**src/rtl/bitwise_arbiter.sv**
```systemverilog
// bitwise_arbiter
//   Two-requester round-robin front end for a shared combinational bitwise
//   unit. One operation is in flight at a time: IDLE (grant) -> EXEC (capture
//   result) -> RESP (hold until consumed).
//
// Ports
//   clk, rst                 clock, asynchronous active-high reset
//   req_valid[1:0]           per-requester request valid
//   req_ready[1:0]           per-requester accept (one-hot in IDLE, else 0)
//   req_a0/req_b0/req_op0    requester 0 operands and op (00 AND,01 OR,10 XOR,11 XNOR)
//   req_a1/req_b1/req_op1    requester 1 operands and op
//   alu_a, alu_b             registered operands to the shared unit
//   alu_and/alu_or/alu_xor   combinational results from the shared unit
//   rsp_valid/rsp_ready      response handshake
//   rsp_data, rsp_id         result and owning requester
//   busy                     high whenever not IDLE
//   op_count                 completed responses, wraps at 2^CNT_W
module bitwise_arbiter #(
    parameter int WIDTH = 4,
    parameter int CNT_W = 16
) (
    input  logic             clk,
    input  logic             rst,
    input  logic [1:0]       req_valid,
    output logic [1:0]       req_ready,
    input  logic [WIDTH-1:0] req_a0,
    input  logic [WIDTH-1:0] req_b0,
    input  logic [WIDTH-1:0] req_a1,
    input  logic [WIDTH-1:0] req_b1,
    input  logic [1:0]       req_op0,
    input  logic [1:0]       req_op1,
    output logic [WIDTH-1:0] alu_a,
    output logic [WIDTH-1:0] alu_b,
    input  logic [WIDTH-1:0] alu_and,
    input  logic [WIDTH-1:0] alu_or,
    input  logic [WIDTH-1:0] alu_xor,
    output logic             rsp_valid,
    input  logic             rsp_ready,
    output logic [WIDTH-1:0] rsp_data,
    output logic             rsp_id,
    output logic             busy,
    output logic [CNT_W-1:0] op_count
);

    localparam logic [1:0] S_IDLE = 2'd0;
    localparam logic [1:0] S_EXEC = 2'd1;
    localparam logic [1:0] S_RESP = 2'd2;

    logic [1:0]       state_q, state_d;
    logic             rr_q, rr_d;
    logic [WIDTH-1:0] alu_a_q, alu_a_d;
    logic [WIDTH-1:0] alu_b_q, alu_b_d;
    logic [1:0]       op_q, op_d;
    logic             id_q, id_d;
    logic             rsp_valid_q, rsp_valid_d;
    logic [WIDTH-1:0] rsp_data_q, rsp_data_d;
    logic [CNT_W-1:0] cnt_q, cnt_d;

    logic [1:0]       gnt;
    logic             gnt_id;

    // Grant: favour the requester rr points at, fall back to the other one.
    // Gated by rst so req_ready reads 0 while reset is held even though the
    // registers already sit in IDLE.
    always_comb begin
        gnt = 2'b00;
        if (state_q == S_IDLE && !rst) begin
            if (req_valid[rr_q])       gnt[rr_q]  = 1'b1;
            else if (req_valid[~rr_q]) gnt[~rr_q] = 1'b1;
        end
    end

    assign gnt_id = gnt[1];

    always_comb begin
        state_d     = state_q;
        rr_d        = rr_q;
        alu_a_d     = alu_a_q;
        alu_b_d     = alu_b_q;
        op_d        = op_q;
        id_d        = id_q;
        rsp_valid_d = rsp_valid_q;
        rsp_data_d  = rsp_data_q;
        cnt_d       = cnt_q;
        case (state_q)
            S_IDLE: begin
                if (|gnt) begin
                    alu_a_d = gnt_id ? req_a1  : req_a0;
                    alu_b_d = gnt_id ? req_b1  : req_b0;
                    op_d    = gnt_id ? req_op1 : req_op0;
                    id_d    = gnt_id;
                    rr_d    = ~gnt_id;
                    state_d = S_EXEC;
                end
            end
            S_EXEC: begin
                case (op_q)
                    2'b00:   rsp_data_d = alu_and;
                    2'b01:   rsp_data_d = alu_or;
                    2'b10:   rsp_data_d = alu_xor;
                    default: rsp_data_d = ~alu_xor;
                endcase
                rsp_valid_d = 1'b1;
                state_d     = S_RESP;
            end
            S_RESP: begin
                if (rsp_ready) begin
                    rsp_valid_d = 1'b0;
                    cnt_d       = cnt_q + CNT_W'(1);
                    state_d     = S_IDLE;
                end
            end
            default: state_d = S_IDLE;
        endcase
    end

    always_ff @(posedge clk or posedge rst) begin
        if (rst) begin
            state_q     <= S_IDLE;
            rr_q        <= 1'b0;
            alu_a_q     <= '0;
            alu_b_q     <= '0;
            op_q        <= 2'b00;
            id_q        <= 1'b0;
            rsp_valid_q <= 1'b0;
            rsp_data_q  <= '0;
            cnt_q       <= '0;
        end else begin
            state_q     <= state_d;
            rr_q        <= rr_d;
            alu_a_q     <= alu_a_d;
            alu_b_q     <= alu_b_d;
            op_q        <= op_d;
            id_q        <= id_d;
            rsp_valid_q <= rsp_valid_d;
            rsp_data_q  <= rsp_data_d;
            cnt_q       <= cnt_d;
        end
    end

    assign req_ready = gnt;
    assign alu_a     = alu_a_q;
    assign alu_b     = alu_b_q;
    assign rsp_valid = rsp_valid_q;
    assign rsp_data  = rsp_data_q;
    assign rsp_id    = id_q;
    assign busy      = (state_q != S_IDLE);
    assign op_count  = cnt_q;

endmodule

```
**config.mk**
```make
export PLATFORM = sky130hd
export DESIGN_NAME = bitwise_arbiter
export DESIGN_NICKNAME = d
export VERILOG_FILES = /design/src/rtl/bitwise_arbiter.sv
export SDC_FILE = /design/constraint.sdc
export NUM_CORES = 1
export LEC_CHECK = 0
export CORE_MARGIN = 8
export CORE_UTILIZATION = 34
export CTS_BUF_LIST = sky130_fd_sc_hd__clkbuf_4 sky130_fd_sc_hd__clkbuf_8
export DETAILED_ROUTE_END_ITERATION = 7
export GPL_TIMING_DRIVEN = 0
export PLACE_DENSITY = 0.76
export SLEW_MARGIN = 40
export SYNTH_ARGS = -nofsm -noshare
export SYNTH_HDL_FRONTEND = slang
export SYNTH_SLANG_ARGS = --single-unit
export TNS_END_PERCENT = 50
```
**constraint.sdc**
```tcl
create_clock -name clk -period 1.81 [get_ports clk]
set_clock_uncertainty 0.1 [all_clocks]
set_input_delay 0.362 -clock clk [delete_from_list [all_inputs] [get_ports clk]]
set_output_delay 0.362 -clock clk [all_outputs]
set_load 0.02 [all_outputs]
```
Yosys cells after proc, flatten, opt, wreduce, memory -nomap -nowiden
Index checks and enable logic that the tools add are counted.
Storage, ports and cells
  output and inout port bits: 33
  flip-flop bits (word level): 35
  input port bits: 37
  word-level logic and storage cells: 56
Cells by class
  reductions and logical operators: 13
  equality and inequality tests: 6
  $add $sub $neg: 1
  mux-type cells: 20
  bitwise logic cells: 3
  magnitude comparators: 4
Operators by type and width (number)
  16-bit by 1-bit adder with 16-bit output (second input constant): 1
  2-bit 2-to-1 mux: 6
  4-bit case mux with 3 select lines: 1
  4-bit 2-to-1 mux: 2
  2-bit AND reduction: 4
  1-bit 2-to-1 mux: 7
  2-bit case mux with 3 select lines: 1
  2-bit by 1-bit equality test with 1-bit output (second input constant): 2
  2-bit equality test (second input constant): 2
  2-bit logical NOT: 2
  1-bit by 2-bit < comparator with 1-bit output (second input constant): 2
  4-bit inverter: 1
  2-bit nonzero test: 2
  1-bit logical AND: 3
  1-bit demux with 1-bit select: 2
  1-bit >= comparator (second input constant): 2
  2-bit by 1-bit != test with 1-bit output (second input constant): 1
  2-bit != test (second input constant): 1
  1-bit inverter: 2
  1-bit case mux with 2 select lines: 1
  2-bit OR reduction: 1
  1-bit logical NOT: 1

Longest topological paths before layout
Gate-level depths: netlist of the first run.
  depth after elaboration: 11
  gate-level depth with buffers: 6
  mapped depth without buffers: 5

Worst setup path after synthesis of the first run
No wires, ideal clock.
  kind: flip-flop to output port
  start point: reg state_q[1]
  end point: out req_ready[0]
  slack: 0.259 ns
  required time: 1.348 ns
  arrival: 1.089 ns
  path buffers: 1
  stages on the path, launching flop included: 5
  cell sequence: dfrtp_1 -> nor3_4 -> nand3_4 -> inv_2 -> buf_6
Between the ends
  cells in the longest elaborated chain, start to end: 3
Ends and longest elaborated chain
  start: declaration: RTL line 49  | logic [1:0] state_q, state_d;
  start signal: assignment: RTL line 129  | state_q <= state_d;
  2-bit logical NOT: RTL line 67  | if (state_q == S_IDLE && !rst) begin
  1-bit logical AND: RTL line 67
  2-bit 2-to-1 mux: RTL line 67
  end: declaration: RTL line 25  | output logic [1:0] req_ready,
No other way between the ends.

Final worst setup path of the first run
Ends and elaborated chain as after synthesis.

==> results of run 1 <==
-- power by group --
group          leakage, nW  internal [mW]  switching, mW  total, mW
combinational        0.776          0.698          0.750       1.45
sequential           0.440           1.02          0.154       1.17
clock               0.0402          0.268          0.287      0.555
total                 1.26           1.98           1.19       3.18
-- kinds of logic after synthesis --
kind of cell,after synthesis
buffers and inverters,12
adders and majority gates,1
AOI/OAI and AO/OA,26
muxes,4
xor gates and xnor gates,19
and+or+nand+nor,67
DFF,35
-- layer usage --
layer	vias to the layer above	part of all wire (%)	wire length [µm]
met1	648	40	1684
li1	718	-	-
met3	4	7.8	327
met4	0	1.4	57
met5	-	0	0
met2	45	50	2105
-- area by class of cell --
| class | count | area (µm²) | share of cell area [%] |
|---|---|---|---|
| clock buffers | 5 | 68.82 | 2.618 |
| clock inverters | 3 | 20.02 | 0.7615 |
| well taps | 67 | 83.83 | 3.189 |
| flip-flops and latches | 35 | 878.3 | 33.41 |
| repair buffers | 79 | 773.2 | 29.41 |
| plain buffers | 3 | 12.51 | 0.4760 |
| multi-input cells | 117 | 744.5 | 28.32 |
| inverters | 7 | 47.55 | 1.809 |
-- cells in the final DEF, fill, tap and decap left out, drive strengths merged, types with 2 or more instances in the layout --
cell           synthesis  final
a21oi                 15     15
a22oi                  5      5
and4                   2      2
buf                    3     13
clkbuf                 2      8
clkdlybuf4s50          0     53
clkinv                 1      3
clkinvlp               0      2
dfrtp                 35     35
dlygate4sd2            0      9
dlymetal6s2s           0      4
inv                    6      5
mux2i                  4      4
nand2                 29     29
nand2b                 3      3
nand3                  7      7
nand4                  5      5
nor2                  15     15
nor3                   2      2
o21ai                  6      6
xnor2                 13     13
xor2                   6      6
-- state kept, by name, indices dropped and copies added, names as in the netlist --
signal     flops
alu_a          4
alu_b          4
op_count      16
op_q           2
rr_q           1
rsp_data       4
rsp_id         1
rsp_valid      1
state_q        2
-- metrics by stage --
step / TNS (ns) / setup WS [ns]
6_report: -0.03714 / -0.03033
2_1_floorplan: 0 / 0.2590
5_1_grt: -0.1645 / -0.09321
3_5_place_dp: -2.862 / -0.8175
3_3_place_gp: -14.61 / -0.7707
4_1_cts: -0.05657 / -0.03750
-- path summary, 6_finish.rpt --
kind	startpoint	to	cells after the start
setup / recovery	state_q[1]$_DFFE_PP0P_	req_ready[0]	5
hold / removal	rst	op_count[1]$_DFFE_PP0P_	2
setup reg to reg	state_q[1]$_DFFE_PP0P_	alu_a[2]$_DFFE_PP0P_	8
hold reg to reg	alu_b[0]$_DFFE_PP0P_	alu_b[0]$_DFFE_PP0P_	2
max in group asynchronous	rst	state_q[1]$_DFFE_PP0P_	2
min in group clk	alu_b[0]$_DFFE_PP0P_	alu_b[0]$_DFFE_PP0P_	2
-- synth_stat cells --
master    number
inv_1          5
nor2_1        14
buf_6          2
xor2_1         6
mux2i_1        4
ha_1           1
nand2_1       29
dfrtp_1       35
nand3b_2       1
clkbuf_1       2
nand3_4        2
nand4b_1       1
nor4_1         1
buf_2          1
xnor2_1       13
a21oi_1        9
o21ai_1        5
nand3_1        5
and4_1         2
inv_2          1
or2_2          1
nand2b_1       3
o21ai_0        1
clkinv_2       1
nand4_1        5
nor2_2         1
nor3_4         2
a21oi_2        6
a22oi_1        5
-- timing repair --
action                                  4_1_cts  5_1_grt
endpoints found under the setup margin       11        7
resized for setup                            32        6
setup buffers                                 8        2
pin swaps                                     2        0
-- worst max-delay path, cell delays in order, from the launching register on --
cell	delay, ns
dfrtp_2	0.43
nor3_4	0.24
buf_6	0.14
nand3_4	0.10
inv_8	0.08
buf_6	0.11
==> flow_metrics.py, run 1 <==
metrics = {
    "global_route": {
        "antenna_found_initial": 0,
        "busiest_layer": "met2",
        "grt_pass1_wl_um": 7245,
        "grtUsageMet1_pct": 14.33,
        "grt_use_met2_pct": 19.79,
        "grt_overflow_total": 0,
        "grt_pass1_vias": 1468,
        "grt_use_met3_pct": 4.631,
        "grt_max_degree": 36,
        "grt_use_total_pct": 12.14,
    },
    "synthesis": {
        "netlist_area_um2": 1683,
        "synth_top_family_by_area": "simple AND/OR/NAND/NOR gates",
        "postSynthCellCount": 164,
        "synth.net_count": 202,
        "yosys.area_share.simple_pct": 21.41,
        "synthXorXnorAreaFrac_pct": 9.888,
        "seq_area_frac_synth_pct": 52.04,
        "synth_top_cells_by_area": "dfrtp_1, xnor2_1, nand2_1",
        "synth_area_per_cell_um2": 10.26,
        "ys_ff_latch": 35,
        "yosysTopAreaCellShare_pct": 52.04,
        "yosysTopAreaCell": "dfrtp_1",
        "synth-adder-area-share_pct": 0.7435,
        "synth.area.mux_share_pct": 2.379,
        "synth_compound_area_share_pct": 9.814,
        "synth.distinct_cells": 29,
        "ys_warn_count": 0,
    },
    "floorplanning": {
        "fp.dieArea_um2": 7457,
        "die_w_um": 86.36,
        "core_um2": 4755,
        "num_rows": 25,
        "pin_count": 70,
        "start_util_pct": 35.39,
        "dieHeight_um": 86.36,
    },
    "setup_path": {
        "critPathLaunchType": "register",
        "arrival_ns": 1.38,
        "path_max_fanout": 3,
        "cp.required_ns": 1.35,
        "rrSetupSlack_ns": 0.17,
        "end_kind": "primary output",
        "path_class": "reg -> out",
    },
    "timing": {
        "hold_violations": 0,
        "rsz0062_at_grt": "yes",
        "setup_viol": 2,
        "fin_crit_sh_pct": 101.7,
        "slew_headroom_pct": 59.85,
        "worst_pin_slew_ns": 0.6015,
        "maxSlewViolCount": 0,
        "hold_ws_ns": 0.2131,
        "min_period_ns": 1.840,
        "max_freq_mhz": 543.4,
        "setup_ws_ns": -0.03033,
    },
    "power_and_ir_drop": {
        "p_leak_nw": 1.256,
        "power-per-cell-area_nw_per_um2": 1208,
        "ir_drop_v": 0.0006490,
        "p_total_mw": 3.176,
    },
    "finish": {
        "drive_gt1_share_pct": 16.06,
        "antenna_cells": 0,
        "fin_area_um2": 2629,
        "final_core_util_pct": 55.29,
        "stdcell_count": 316,
        "nFillCells": 441,
        "finalNetCount": 286,
        "area_growth_pct": 56.21,
    },
    "placed_design": {
        "dpl.hpwl_um": 3174,
        "place.gp.congestion": 0.7589,
        "place_area_um2": 2457,
        "io_buffers": 69,
        "dp_cells": 300,
    },
    "min_path": {
        "hp-class": "in -> async",
    },
    "clocking": {
        "postCtsHoldBufs": 0,
        "h-tree-depth": 2,
        "root_buffer": "clkbuf_8",
        "path_clk_slew_ns": 0.08,
        "cts.sinks": 35,
        "cts_tree": "done",
        "clock_latency_ns": 0.28,
        "clock_path_buffers": 2,
        "cts_buffers": 5,
    },
    "routing": {
        "drc": 0,
        "wl_per_cell_um": 13.21,
        "drt-total-wl_um": 4173,
        "drt_first_iter_violations": 23,
        "viasPerCell": 4.478,
        "drt_first_pass_iters": 4,
        "ant_nets": 0,
        "dr_total_vias": 1415,
    },
    "run": {
        "cap_violations": 0,
    },
    "run_status": {
        "failed_checks": "setup timing",
        "outcome": "finished with violations",
    },
}
Power figures use the tool's default switching activity.
==> inputs of run 2 (changes only) <==
Settings changed: SKIP_LAST_GASP from default to 1.
==> run 2 against run 1 <==
Net effect: the run still ends with setup timing left; fmax is essentially flat; critical path depth did not move; combinational power about the same; sequential cell count unchanged; die area is the same; final area increased by 0.43%; first-iteration DRC count rose by 65%; sequential power about the same; non-clock buffer count stayed put; core utilization increased by 0.24 points; register-to-register slack is essentially flat.
==> flow_metrics.py, run 2 (synthesis results as in run 1) <==
metrics = {
    "power_and_ir_drop": {
        "p_total_mw": 3.193,
        "power-per-cell-area_nw_per_um2": 1210,
        "p_leak_nw": 1.230,
        "ir_drop_v": 0.0006489,
    },
    "routing": {
        "drt_first_iter_violations": 38,
        "wl_per_cell_um": 13.25,
        "ant_nets": 0,
        "drc": 0,
        "viasPerCell": 4.475,
        "routed-wl-met3_um": 332,
        "wl_met1_um": 1692,
        "top_layer": "met4",
        "dr_total_vias": 1414,
        "drt_first_pass_iters": 5,
        "wl_met2_um": 2104,
        "drt-total-wl_um": 4186,
    },
    "global_route": {
        "grt_overflow_total": 0,
        "grt_max_degree": 36,
        "grt_pass1_vias": 1468,
        "grt_pass1_wl_um": 7245,
        "antenna_found_initial": 0,
        "grt_use_total_pct": 12.14,
    },
    "floorplanning": {
        "num_rows": 25,
        "dieHeight_um": 86.36,
        "die_w_um": 86.36,
        "core_um2": 4755,
        "pin_count": 70,
        "fp.dieArea_um2": 7457,
        "start_util_pct": 35.39,
    },
    "finish": {
        "final_cell_mix": "clkdlybuf4s50_1, dfrtp_1, nand2_1",
        "stdcell_count": 316,
        "antenna_cells": 0,
        "nFillCells": 439,
        "final_common_cell": "clkdlybuf4s50_1",
        "largest_register_ffs": 16,
        "finalNetCount": 286,
        "drive_gt1_share_pct": 15.66,
        "multiInputGateArea_um2": 744.5,
        "final_core_util_pct": 55.53,
        "regArea_um2": 878.3,
        "area_growth_pct": 56.88,
    },
    "placed_design": {
        "dp_cells": 300,
        "io_buffers": 69,
        "place.gp.congestion": 0.7589,
        "dpl.hpwl_um": 3174,
    },
    "clocking": {
        "clock_latency_ns": 0.28,
        "clock_path_buffers": 2,
        "cts_tree": "done",
        "cts_buffers": 5,
        "h-tree-depth": 2,
        "root_buffer": "clkbuf_8",
        "postCtsHoldBufs": 0,
        "cts.sinks": 35,
        "path_clk_slew_ns": 0.08,
    },
    "timing": {
        "hold_violations": 0,
        "rsz0062_at_grt": "yes",
        "min_period_ns": 1.841,
        "max_freq_mhz": 543.1,
        "setup_tns_ns": -0.03896,
        "setup_viol": 2,
        "worst_pin_slew_ns": 0.6025,
        "fin_crit_sh_pct": 101.7,
        "slew_headroom_pct": 59.78,
        "hold_ws_ns": 0.2135,
        "maxSlewViolCount": 0,
        "setup_ws_ns": -0.03126,
    },
    "run_status": {
        "outcome": "finished with violations",
        "failed_checks": "setup timing",
    },
    "setup_path": {
        "path_class": "reg -> out",
        "arrival_ns": 1.38,
        "cp.required_ns": 1.35,
        "path_max_fanout": 3,
        "end_kind": "primary output",
        "critPathLaunchType": "register",
    },
    "run": {
        "cap_violations": 0,
    },
    "min_path": {
        "hp-class": "in -> async",
    },
}
-- run 2: worst paths after layout --
kind	from	endpoint	slack [ns]	cells past startpoint
setup / recovery	state_q[1]$_DFFE_PP0P_	req_ready[0]	-0.03	5
hold / removal	rst	op_count[1]$_DFFE_PP0P_	0.21	2
setup reg to reg	state_q[1]$_DFFE_PP0P_	alu_a[2]$_DFFE_PP0P_	0.17	8
hold reg to reg	alu_b[0]$_DFFE_PP0P_	alu_b[0]$_DFFE_PP0P_	0.38	2
max in group asynchronous	rst	state_q[1]$_DFFE_PP0P_	1.00	2
min in group clk	alu_b[0]$_DFFE_PP0P_	alu_b[0]$_DFFE_PP0P_	0.38	2
-- run 2: metal layers --
| metal | GRT usage (%) | vias to the layer above |
|---|---|---|
| met3 | 4.631 | 4 |
| li1 | - | 718 |
| met5 | 0 | - |
| met1 | 14.33 | 649 |
| met4 | 3.756 | 0 |
| met2 | 19.79 | 43 |
-- run 2: worst max-delay path, stage by stage, from the launching register on --
cell and delay [ns]:
dfrtp_2 0.43, nor3_4 0.24, buf_6 0.14, nand3_4 0.10
inv_8 0.08, buf_6 0.11
-- run 2: power breakdown --
part / switching (mW) / internal (mW) / total, mW
Sequential: 0.155 / 1.02 / 1.17
Combinational: 0.749 / 0.714 / 1.46
Clock: 0.288 / 0.268 / 0.555
Total: 1.19 / 2.00 / 3.19
-- run 2: timing repair --
action,in CTS,in global routing
buffers inserted,8,2
pin swaps,2,0
gates resized for setup,26,4
setup endpoints to repair,11,13
-- run 2: area by class of cell --
class	count	area share, %
repair buffers	79	29.72
clock buffers	5	2.607
inverters	7	1.801
flip-flops and latches	35	33.27
multi-input cells	117	28.20
well taps	67	3.175
plain buffers	3	0.4739
clock inverters	3	0.7583
-- run 2: through the flow --
stage | area [µm²] | setup slack [ns]
6_report | 2640 | -0.03126
3_5_place_dp | 2457 | -0.8175
3_3_place_gp | 2457 | -0.7707
5_1_grt | 2640 | -0.09321
2_1_floorplan | 1683 | 0.2590
4_1_cts | 2614 | -0.03750
==> inputs of run 3 (changes only) <==
Settings changed: RECOVER_POWER from default to 25.
Clock period 1.81 ns to 2.2 ns, I/O delays scaled along.
==> run 3 against run 2 <==
Net effect: the flow now finishes without violations; critical endpoint is now req_ready[1]; largest power group unchanged; via count decreased by 1.9%; power decreased by 19%; worst setup slack improved by 0.091 ns; critical path type unchanged; register-to-register slack improved by 0.39 ns; sequential share of layout area increased by 0.99 points; highest routed layer unchanged; non-clock buffer count decreased by 6.
==> flow_metrics.py, run 3 (synthesis results as in run 1) <==
metrics = {
    "run_status": {
        "outcome": "finished clean",
    },
    "placed_design": {
        "dp_cells": 300,
        "place.gp.congestion": 0.7589,
        "io_buffers": 69,
        "dpl.hpwl_um": 3174,
        "place_area_um2": 2457,
        "pre_cts_slack_ns": -0.5835,
    },
    "finish": {
        "final_core_util_pct": 53.92,
        "final_cell_mix": "clkdlybuf4s50_1, dfrtp_1, nand2_1",
        "stdcell_count": 310,
        "fin_area_um2": 2564,
        "regArea_um2": 878.3,
        "antenna_cells": 0,
        "nFillCells": 447,
        "multiInputGateArea_um2": 744.5,
        "finalNetCount": 280,
        "drive_gt1_share_pct": 13.58,
        "area_growth_pct": 52.34,
        "largest_register_ffs": 16,
        "final_common_cell": "clkdlybuf4s50_1",
    },
    "global_route": {
        "grt_pass1_wl_um": 7072,
        "grt_max_degree": 36,
        "grt_pass1_vias": 1440,
        "grt_use_total_pct": 11.78,
        "antenna_found_initial": 0,
        "grt_overflow_total": 0,
    },
    "routing": {
        "viasPerCell": 4.474,
        "drt_first_iter_violations": 26,
        "ant_nets": 0,
        "wl_per_cell_um": 12.97,
        "drt_first_pass_iters": 4,
        "drt-total-wl_um": 4020,
        "drc": 0,
        "dr_total_vias": 1387,
    },
    "floorplanning": {
        "die_w_um": 86.36,
        "start_util_pct": 35.39,
        "dieHeight_um": 86.36,
        "pin_count": 70,
        "fp.dieArea_um2": 7457,
        "core_um2": 4755,
        "num_rows": 25,
    },
    "setup_path": {
        "end_kind": "primary output",
        "path_class": "reg -> out",
        "rrSetupSlack_ns": 0.56,
        "critPathLaunchType": "register",
        "arrival_ns": 1.60,
        "cp.required_ns": 1.66,
        "path_max_fanout": 10,
    },
    "timing": {
        "hold_violations": 0,
        "slew_headroom_pct": 59.89,
        "setup_tns_ns": 0,
        "min_period_ns": 2.140,
        "fin_crit_sh_pct": 97.26,
        "worst_pin_slew_ns": 0.6009,
        "setup_ws_ns": 0.06023,
        "max_freq_mhz": 467.3,
        "maxSlewViolCount": 0,
        "rsz0062_at_grt": "yes",
        "setup_viol": 0,
    },
    "clocking": {
        "root_buffer": "clkbuf_8",
        "clock_path_buffers": 2,
        "cts.sinks": 35,
        "cts_tree": "done",
        "cts_buffers": 5,
        "h-tree-depth": 2,
        "path_clk_slew_ns": 0.08,
        "clock_latency_ns": 0.28,
    },
    "run": {
        "cap_violations": 0,
    },
    "power_and_ir_drop": {
        "p_leak_nw": 1.120,
        "ir_drop_v": 0.0005124,
        "power-per-cell-area_nw_per_um2": 1013,
    },
    "min_path": {
        "hp-class": "in -> async",
    },
}
==> run 3: layout make-up <==
class                   instances  share of cell area [%]
plain buffers                   4                   1.074
clock buffers                   5                   2.684
clock inverters                 3                  0.7809
inverters                       7                   1.220
multi-input cells             117                   29.04
flip-flops and latches         35                   34.26
well taps                      67                   3.270
repair buffers                 72                   27.67
==> run 3: power by group <==
group | switching (mW) | internal, mW | total [mW]
clock | 0.235 | 0.220 | 0.455
sequential | 0.128 | 0.839 | 0.967
combinational | 0.601 | 0.573 | 1.17
==> run 3: what timing repair did <==
item / 4_1_cts / 5_1_grt
pin swaps: 2 / 1
hold buffers: 0 / 0
endpoints found under the setup margin: 2 / 1
gates resized for setup: 14 / 3
buffers inserted: 2 / 1
==> run 3: path summary, 6_finish.rpt <==
check	end	from	cells after the start
setup / recovery	req_ready[1]	state_q[0]$_DFFE_PP0P_	6
setup reg to reg	op_count[8]$_DFFE_PP0P_	op_count[0]$_DFFE_PP0P_	5
min in group clk	alu_b[0]$_DFFE_PP0P_	alu_b[0]$_DFFE_PP0P_	2
hold / removal	op_count[1]$_DFFE_PP0P_	rst	2
hold reg to reg	alu_b[0]$_DFFE_PP0P_	alu_b[0]$_DFFE_PP0P_	2
max in group asynchronous	state_q[1]$_DFFE_PP0P_	rst	2
==> run 3: layer usage <==
metal  track usage [%]  part of all wire, %  vias to the layer above
met4             3.756                 0.92                        0
met3             4.631                  8.0                        2
li1                  -                    -                      707
met1             13.65                   41                      636
met2             19.38                   50                       42
met5                 0                    0                        -
==> run 3: worst max-delay path, stage by stage, from the launching register on <==
cell and delay [ns]:
dfrtp_2 0.44, nor3_4 0.23, buf_4 0.15, nand3_4 0.11, clkinv_2 0.10, buf_8 0.13
buf_4 0.14
==> run 3: per-stage QoR <==
step           hold slack [ns]  power, mW
6_report                0.2933      2.596
5_1_grt                 0.3499      2.793
3_5_place_dp            0.3647      2.156
2_1_floorplan           0.3589      1.639
3_3_place_gp            0.3578      2.135
4_1_cts                 0.3803      2.639
